--- src/rtl/mem_arb_pkg.sv ---
// Shared types and constants for the two-port memory arbiter.
package mem_arb_pkg;

    typedef enum logic [1:0] {
        IDLE  = 2'd0,
        ISSUE = 2'd1,
        WAIT  = 2'd2
    } arb_state_t;

    // Requester index: 0 = core data port, 1 = loader/debug port
    typedef logic req_idx_t;

    localparam int MEM_LAT_MIN = 1;
    localparam int MEM_LAT_MAX = 4;

endpackage

--- src/rtl/arb_pick.sv ---
// Combinational winner selector: on a tie the requester not served last wins.
module arb_pick
    import mem_arb_pkg::*;
(
    input  logic [1:0] req,
    input  req_idx_t   last,
    output req_idx_t   winner
);

    // A tied-high 'last' turns this into fixed priority for requester 0.
    always_comb begin
        winner = (req == 2'b11) ? ~last : req[1];
    end

endmodule

--- src/rtl/mem_port_arbiter.sv ---
// Two-requester single-port memory arbiter (IDLE -> ISSUE -> WAIT FSM).
// Define MEM_ARB_RR_EN for round-robin on ties; otherwise req[0] always wins.
module mem_port_arbiter
    import mem_arb_pkg::*;
#(
    parameter int DATA_W  = 32,
    parameter int ADDR_W  = 9,
    parameter int MEM_LAT = 1
) (
    input  logic                   clk,
    input  logic                   reset,
    input  logic [1:0]             req,
    input  logic [1:0]             we,
    input  logic [1:0][ADDR_W-1:0] addr,
    input  logic [1:0][DATA_W-1:0] wdata,
    output logic [1:0]             gnt,
    output logic [1:0]             rvalid,
    output logic [DATA_W-1:0]      rdata,
    output logic                   mem_wr,
    output logic                   mem_rd,
    output logic [ADDR_W-1:0]      mem_addr,
    output logic [DATA_W-1:0]      mem_wr_data,
    input  logic [DATA_W-1:0]      mem_rd_data,
    output logic                   busy
);

    if ((MEM_LAT < MEM_LAT_MIN) || (MEM_LAT > MEM_LAT_MAX)) begin : g_bad_lat
        $error("mem_port_arbiter: MEM_LAT must be in 1..4");
    end

    arb_state_t        state;
    req_idx_t          win;
    req_idx_t          pick_win;
    req_idx_t          last;
    logic              lat_we;
    logic [ADDR_W-1:0] lat_addr;
    logic [DATA_W-1:0] lat_wdata;
    logic [2:0]        cnt;

`ifdef MEM_ARB_RR_EN
    always_ff @(posedge clk or negedge reset) begin
        if (!reset)
            last <= 1'b1;
        else if (state == ISSUE)
            last <= win;
    end
`else
    assign last = 1'b1;
`endif

    arb_pick u_pick (
        .req    (req),
        .last   (last),
        .winner (pick_win)
    );

    always_ff @(posedge clk or negedge reset) begin
        if (!reset) begin
            state     <= IDLE;
            win       <= 1'b0;
            lat_we    <= 1'b0;
            lat_addr  <= '0;
            lat_wdata <= '0;
            cnt       <= '0;
            rvalid    <= '0;
            rdata     <= '0;
        end else begin
            rvalid <= '0;
            case (state)
                IDLE: begin
                    if (|req) begin
                        win       <= pick_win;
                        lat_we    <= we[pick_win];
                        lat_addr  <= addr[pick_win];
                        lat_wdata <= wdata[pick_win];
                        state     <= ISSUE;
                    end
                end
                ISSUE: begin
                    cnt   <= 3'd1;
                    state <= lat_we ? IDLE : WAIT;
                end
                WAIT: begin
                    // Last WAIT cycle is where the memory's data is valid.
                    if (cnt == 3'(MEM_LAT)) begin
                        rdata       <= mem_rd_data;
                        rvalid[win] <= 1'b1;
                        state       <= IDLE;
                    end else begin
                        cnt <= cnt + 3'd1;
                    end
                end
                default: state <= IDLE;
            endcase
        end
    end

    always_comb begin
        gnt         = '0;
        mem_wr      = 1'b0;
        mem_rd      = 1'b0;
        mem_addr    = '0;
        mem_wr_data = '0;
        if (state == ISSUE) begin
            gnt         = {win, ~win};
            mem_wr      = lat_we;
            mem_rd      = ~lat_we;
            mem_addr    = lat_addr;
            mem_wr_data = lat_wdata;
        end
    end

    assign busy = (state != IDLE);

endmodule

--- config.mk ---
export PLATFORM = sky130hd
export DESIGN_NAME = mem_port_arbiter
export DESIGN_NICKNAME = d
export VERILOG_FILES = /design/src/rtl/mem_arb_pkg.sv /design/src/rtl/arb_pick.sv /design/src/rtl/mem_port_arbiter.sv
export SDC_FILE = /design/constraint.sdc
export NUM_CORES = 1
export LEC_CHECK = 0
export ABC_AREA = 1
export BUFFER_PORTS_ARGS = -buffer_cell sky130_fd_sc_hd__buf_4
export CAP_MARGIN = 30
export CORE_MARGIN = 4
export CORE_UTILIZATION = 46
export CTS_CLUSTER_DIAMETER = 120
export DETAILED_ROUTE_END_ITERATION = 10
export GPL_ROUTABILITY_DRIVEN = 0
export PLACE_DENSITY = 0.8
export SLEW_MARGIN = 20
export SYNTH_ARGS = -nofsm -noshare
export SYNTH_HDL_FRONTEND = slang
export SYNTH_HIERARCHICAL = 1
export SYNTH_SLANG_ARGS = --single-unit
--- constraint.sdc ---
create_clock -name clk -period 1.4 [get_ports clk]
set_input_delay 0.07 -clock clk [delete_from_list [all_inputs] [get_ports clk]]
set_output_delay 0.07 -clock clk [all_outputs]
set_load 0.05 [all_outputs]
# ---- Word-level counts from Yosys, hierarchy flattened
# Index checks and enable logic that the tools add are counted.
dict set report op_classes {
  addsub 1
  n_lt_le_gt_ge 3
  n_eq_ne 7
  muxes 22
  bitwise_logic 2
  reduce_logical 9
}
# cell count
set op_table {}
lappend op_table {{32-bit two-way mux} 3}
lappend op_table {{9-bit two-way mux} 3}
lappend op_table {{2-bit two-way mux} 6}
lappend op_table {{2-bit AND reduction} 4}
lappend op_table {{1-bit two-way mux} 6}
lappend op_table {{2-bit inequality test (second input constant)} 3}
lappend op_table {{2-bit one-hot mux with 3 select lines} 1}
lappend op_table {{3-bit one-hot mux with 2 select lines} 1}
lappend op_table {{2-bit == test (second input constant)} 2}
lappend op_table {{1-bit by 2-bit less-than comparator with 1-bit output (second input constant)} 2}
lappend op_table {{2-bit nonzero test} 2}
lappend op_table {{3-bit by 1-bit adder with 3-bit output (second input constant)} 1}
lappend op_table {{3-bit by 1-bit == test with 1-bit output (second input constant)} 1}
lappend op_table {{3-bit two-way mux} 1}
lappend op_table {{2-bit by 1-bit == test with 1-bit output (second input constant)} 1}
lappend op_table {{2-bit logical NOT} 1}
lappend op_table {{1-bit inverter} 2}
lappend op_table {{2-bit OR reduction} 1}
lappend op_table {{1-bit demux with 1-bit select} 1}
lappend op_table {{1-bit >= comparator (second input constant)} 1}
lappend op_table {{1-bit logical AND} 1}
dict set report totals {
  register_bits 82
  input_bits 120
  out_inout_bits 80
  word_cells 52
}

# ---- Longest topological paths before layout
dict set report logic_depth {
  ltp_word 6
  depth_mapped 9
}

# ---- Hierarchy
# The synthesis kept the hierarchy.
# module instances cells_each area_per_inst_um2 seq_area_each_um2
set modules_own_cells {}
lappend modules_own_cells {mem_port_arbiter 1 544 3971.3 2052.0}
lappend modules_own_cells {arb_pick 1 2 12.5 0.0}

# ---- Worst setup path before layout
# No wires, ideal clock.
dict set report synth_timing {
  path_type {register to output}
  start {register state[1]}
  end {output mem_wr_data[14]}
  arrival_time_ns 1.485
  setup_slack_ns -0.155
  stages_incl_launch_ff 6
  path_cell_list {dfrtp_1 > inv_2 > nand2_1 > buf_2 > buf_2 > nor2_1}
}
dict set report synth_between {
  elab_chain_len 2
}
# item line
set synth_rtl {}
lappend synth_rtl {{start, declared} mem_port_arbiter.sv:31} ;# arb_state_t state;
lappend synth_rtl {{start signal, assigned} mem_port_arbiter.sv:81} ;# state <= lat_we ? IDLE : WAIT;
lappend synth_rtl {{2-bit by 1-bit == test with 1-bit output} mem_port_arbiter.sv:104} ;# if (state == ISSUE) begin
lappend synth_rtl {{32-bit two-way mux} mem_port_arbiter.sv:104}
lappend synth_rtl {{end, declared} mem_port_arbiter.sv:22} ;# output logic [DATA_W-1:0] mem_wr_data,
# No other way between the ends.

# ---- Final worst setup path
dict set report layout_timing {
  start {register state[1]}
  end {output mem_wr_data[20]}
}
# Same word-level chain as after synthesis.

==> flow_summary.json <==
{
  "status": "finished with violations",
  "violations": "negative setup slack",
  "path_cells": "inv_2 -> nand2_8 -> buf_12 -> nor2_2 -> buf_6",
  "port_buffers": 199,
  "place_inst": 830,
  "ir_drop_mv": 1.30,
  "synth_warnings": 6,
  "hold_path_class": "in2reg",
  "slew_headroom": 0.562,
  "grt_pass1_vias": 4379,
  "cp.required_ns": 1.33,
  "antenna_left": 0,
  "n_fill_cell": 518,
  "crit_arrival_ns": 1.37,
  "cts_root_buf": "clkbuf_8",
  "worst_pin_slew_ns": 0.655,
  "coreArea_mm2": 0.00834,
  "wirelength_um": 13300,
  "cts_tree": "built",
  "ff2ff_setup_slack_ns": 0.05,
  "grt_usage": 0.242,
  "antenna_found_initial": 0,
  "cellPowerDensity_mw_per_mm2": 2350,
  "cpLargestDelayFamily": "buffers and inverters",
  "post-dp-hpwl_um": 8460,
  "synth_area_leader_cell": "dfrtp_1",
  "hold_viol_final": 0,
  "hold_end": "lat_addr[6]",
  "crit_type": "reg2out",
  "synthCells": 546,
  "synth_nets": 668,
  "cap_viol_max_count": 0,
  "ys_ff_latch": 82,
  "r2r_cells": 8,
  "leakagePower_nw": 3.64,
  "max_stage_delay_ns": 0.38,
  "drc": 0,
  "hold_start": "addr[6]",
  "drt_iter0_markers": 152,
  "die_w_um": 101,
  "routed-via-count": 4375,
  "cp-end-kind": "output port",
  "initial_core_util": 0.478,
  "rows": 33,
  "fmax_mhz": 695,
  "num-nets-final": 901,
  "fin_crit_ns": 1.44,
  "syn_to_final_growth_pct": 71.5,
  "setup_slack_ns": -0.0383,
  "ys_seq_area_frac": 0.515,
  "r2r-start": "state[1]",
  "cts_htree_levels": 3,
  "viasPerCell": 4.92,
  "synth_top_area_share": 0.515,
  "drive_gt1_frac": 0.372,
  "dieArea_mm2": 0.0102,
  "path_max_fanout": 21,
  "netlist_area_mm2": 0.00398,
  "grt_max_degree": 59,
  "grt_overflow": 0,
  "hold_depth": 5,
  "synthTopCellsByArea": "dfrtp_1 (52%), nand2_1 (23%), inv_1 (4.7%)",
  "min_period_over_period": 1.03,
  "finalNonFillerCells": 889,
  "firstDrtPassIters": 4,
  "synth_cell_types": 19,
  "cts_buffers": 9,
  "rsz0062_at_grt": "yes",
  "slew_viol_final": 0,
  "die_h_um": 101,
  "io_pins": 200,
  "clockBufferDepth": 2,
  "r2r-end": "lat_wdata[14]",
  "finalClockSkew_ns": 0.0108,
  "grt_first_pass_wirelength_um": 19800,
  "path_buf_inv": 3,
  "postSynthAreaPerCell_um2": 7.30,
  "clk_latency_ns": 0.34,
  "startpoint_type": "flip-flop",
  "n_antenna_cell": 0,
  "setup_viol": 33,
  "critPathSlowestCell": "dfrtp_1",
  "routedWlPerCell_um": 15.0,
  "clk_transition_reported_paths_ns": 0.09,
  "power.total_mw": 16.0,
  "numClockSinks": 82
}
==> cells in the final DEF (no fill, tap or decap), types with 2 or more instances in the layout <==
master         synthesis  final
dlygate4sd3_1          0     33
nand2_2                2      2
clkinv_2               0      2
nor2_2                 1     27
buf_12                 0      9
clkbuf_8               0      9
inv_1                 50     50
ha_1                   2      2
inv_2                  3      2
nand3_1               34     34
o21ai_0               28     28
bufinv_16              0      3
clkbuf_16              0      4
nor2_1                48      3
buf_8                  0     11
dfrtp_1               82     81
nor2_4                 1     20
nand2_1              244    243
buf_4                  2    160
buf_6                  2     36
o21ai_1               16     16
==> metrics by stage <==
step / setup TNS (ns) / hold slack (ns) / area (um2) / utilization / setup WS [ns]
after floorplan: -1.55 / -0.226 / 4060 / - / -0.155
after global placement: 0 / 0.0518 / 5710 / 0.685 / 0.142
after detailed placement: 0 / 0.0598 / 5710 / 0.685 / 0.0600
after CTS: -1.11 / 0.0132 / 6580 / 0.789 / -0.0538
after global routing: -4.19 / 0.0372 / 6830 / 0.819 / -0.105
final: -0.537 / 0.0322 / 6830 / 0.819 / -0.0383
==> sequential cells by signal, indices dropped and copies added, names as in the netlist <==
register	flops
cnt	3
lat_addr	9
lat_wdata	32
lat_we	1
rdata	32
rvalid	2
state	2
win	1
==> worst max path at each step <==
stage	start	endpoint	slack [ns]	depth (start not counted)
floorplan	state[1]	mem_wr_data[14]	-0.15	5
finish	state[1]	mem_wr_data[20]	-0.04	5
global route	state[1]	mem_addr[5]	-0.10	5
CTS	state[1]	mem_wr_data[20]	-0.05	5
global placement	cnt[1]	rdata[0]	0.14	8
detailed placement	cnt[1]	rdata[25]	0.06	8
==> layout make-up <==
cell class / instances / area [um2] / share of cell area
repair buffers: 254 / 2410 / 0.353
flip-flops and latches: 82 / 2050 / 0.301
multi-input cells: 379 / 1790 / 0.263
inverters: 53 / 201 / 0.0295
well taps: 105 / 131 / 0.0192
clock buffers: 9 / 124 / 0.0181
clock inverters: 7 / 116 / 0.0170
==> report_power, final <==
group | internal, mW | leakage (nW) | switching (mW)
Sequential | 3.47 | 1.02 | 0.518
Combinational | 3.43 | 2.50 | 6.57
Clock | 1.19 | 0.120 | 0.871
==> worst register-to-register path, cell delays in order, from the launching register on <==
cell and delay [ns]:
dfrtp_1 0.38, inv_2 0.10, buf_4 0.13, nand2_2 0.07, nor2_4 0.13, buf_12 0.14, clkbuf_16 0.15, nand2_1 0.07
o21ai_1 0.10
==> per-layer routing <==
metal,part of all wire,up-vias,global-route usage,wire length (um)
met5,0,-,0,0
met4,0.018,0,0.0695,241
met3,0.096,24,0.0699,1280
met2,0.50,218,0.425,6660
met1,0.39,2016,0.288,5150
li1,-,2117,-,-
==> synthesized netlist by cell type <==
cell        n
nand2_2     2
o21ai_0    28
xor2_1      1
ha_1        2
o21ai_1    16
buf_2      22
inv_2       3
clkbuf_1    6
nor2_2      1
dfrtp_1    82
nand2_1   244
a21oi_2     1
conb_1      1
nand3_1    34
buf_4       2
inv_1      50
nor2_4      1
buf_6       2
nor2_1     48
==> cell families (layout without fill, tap and decap cells) <==
| logic type | count (synthesis) | count (layout) | share of synthesized area |
|---|---|---|---|
| simple gates | 330 | 330 | 0.325 |
| buf+inv | 85 | 323 | 0.0926 |
| flops | 82 | 82 | 0.515 |
| compound gates | 45 | 45 | 0.0575 |
| fa+ha+maj | 2 | 2 | 0.00628 |
| other cells | 1 | 1 | 0.000941 |
| xor+xnor | 1 | 1 | 0.00220 |
==> what timing repair did <==
action | 4_1_cts | 5_1_grt
pin swaps | 0 | 1
endpoints found under the setup margin | 43 | 78
endpoints found under the hold margin | 114 | 0
resized for setup | 70 | 26
hold buffers | 33 | 0
cloned | 1 | 5
buffers inserted | 2 | 2
(Power assumes the default switching activity.)
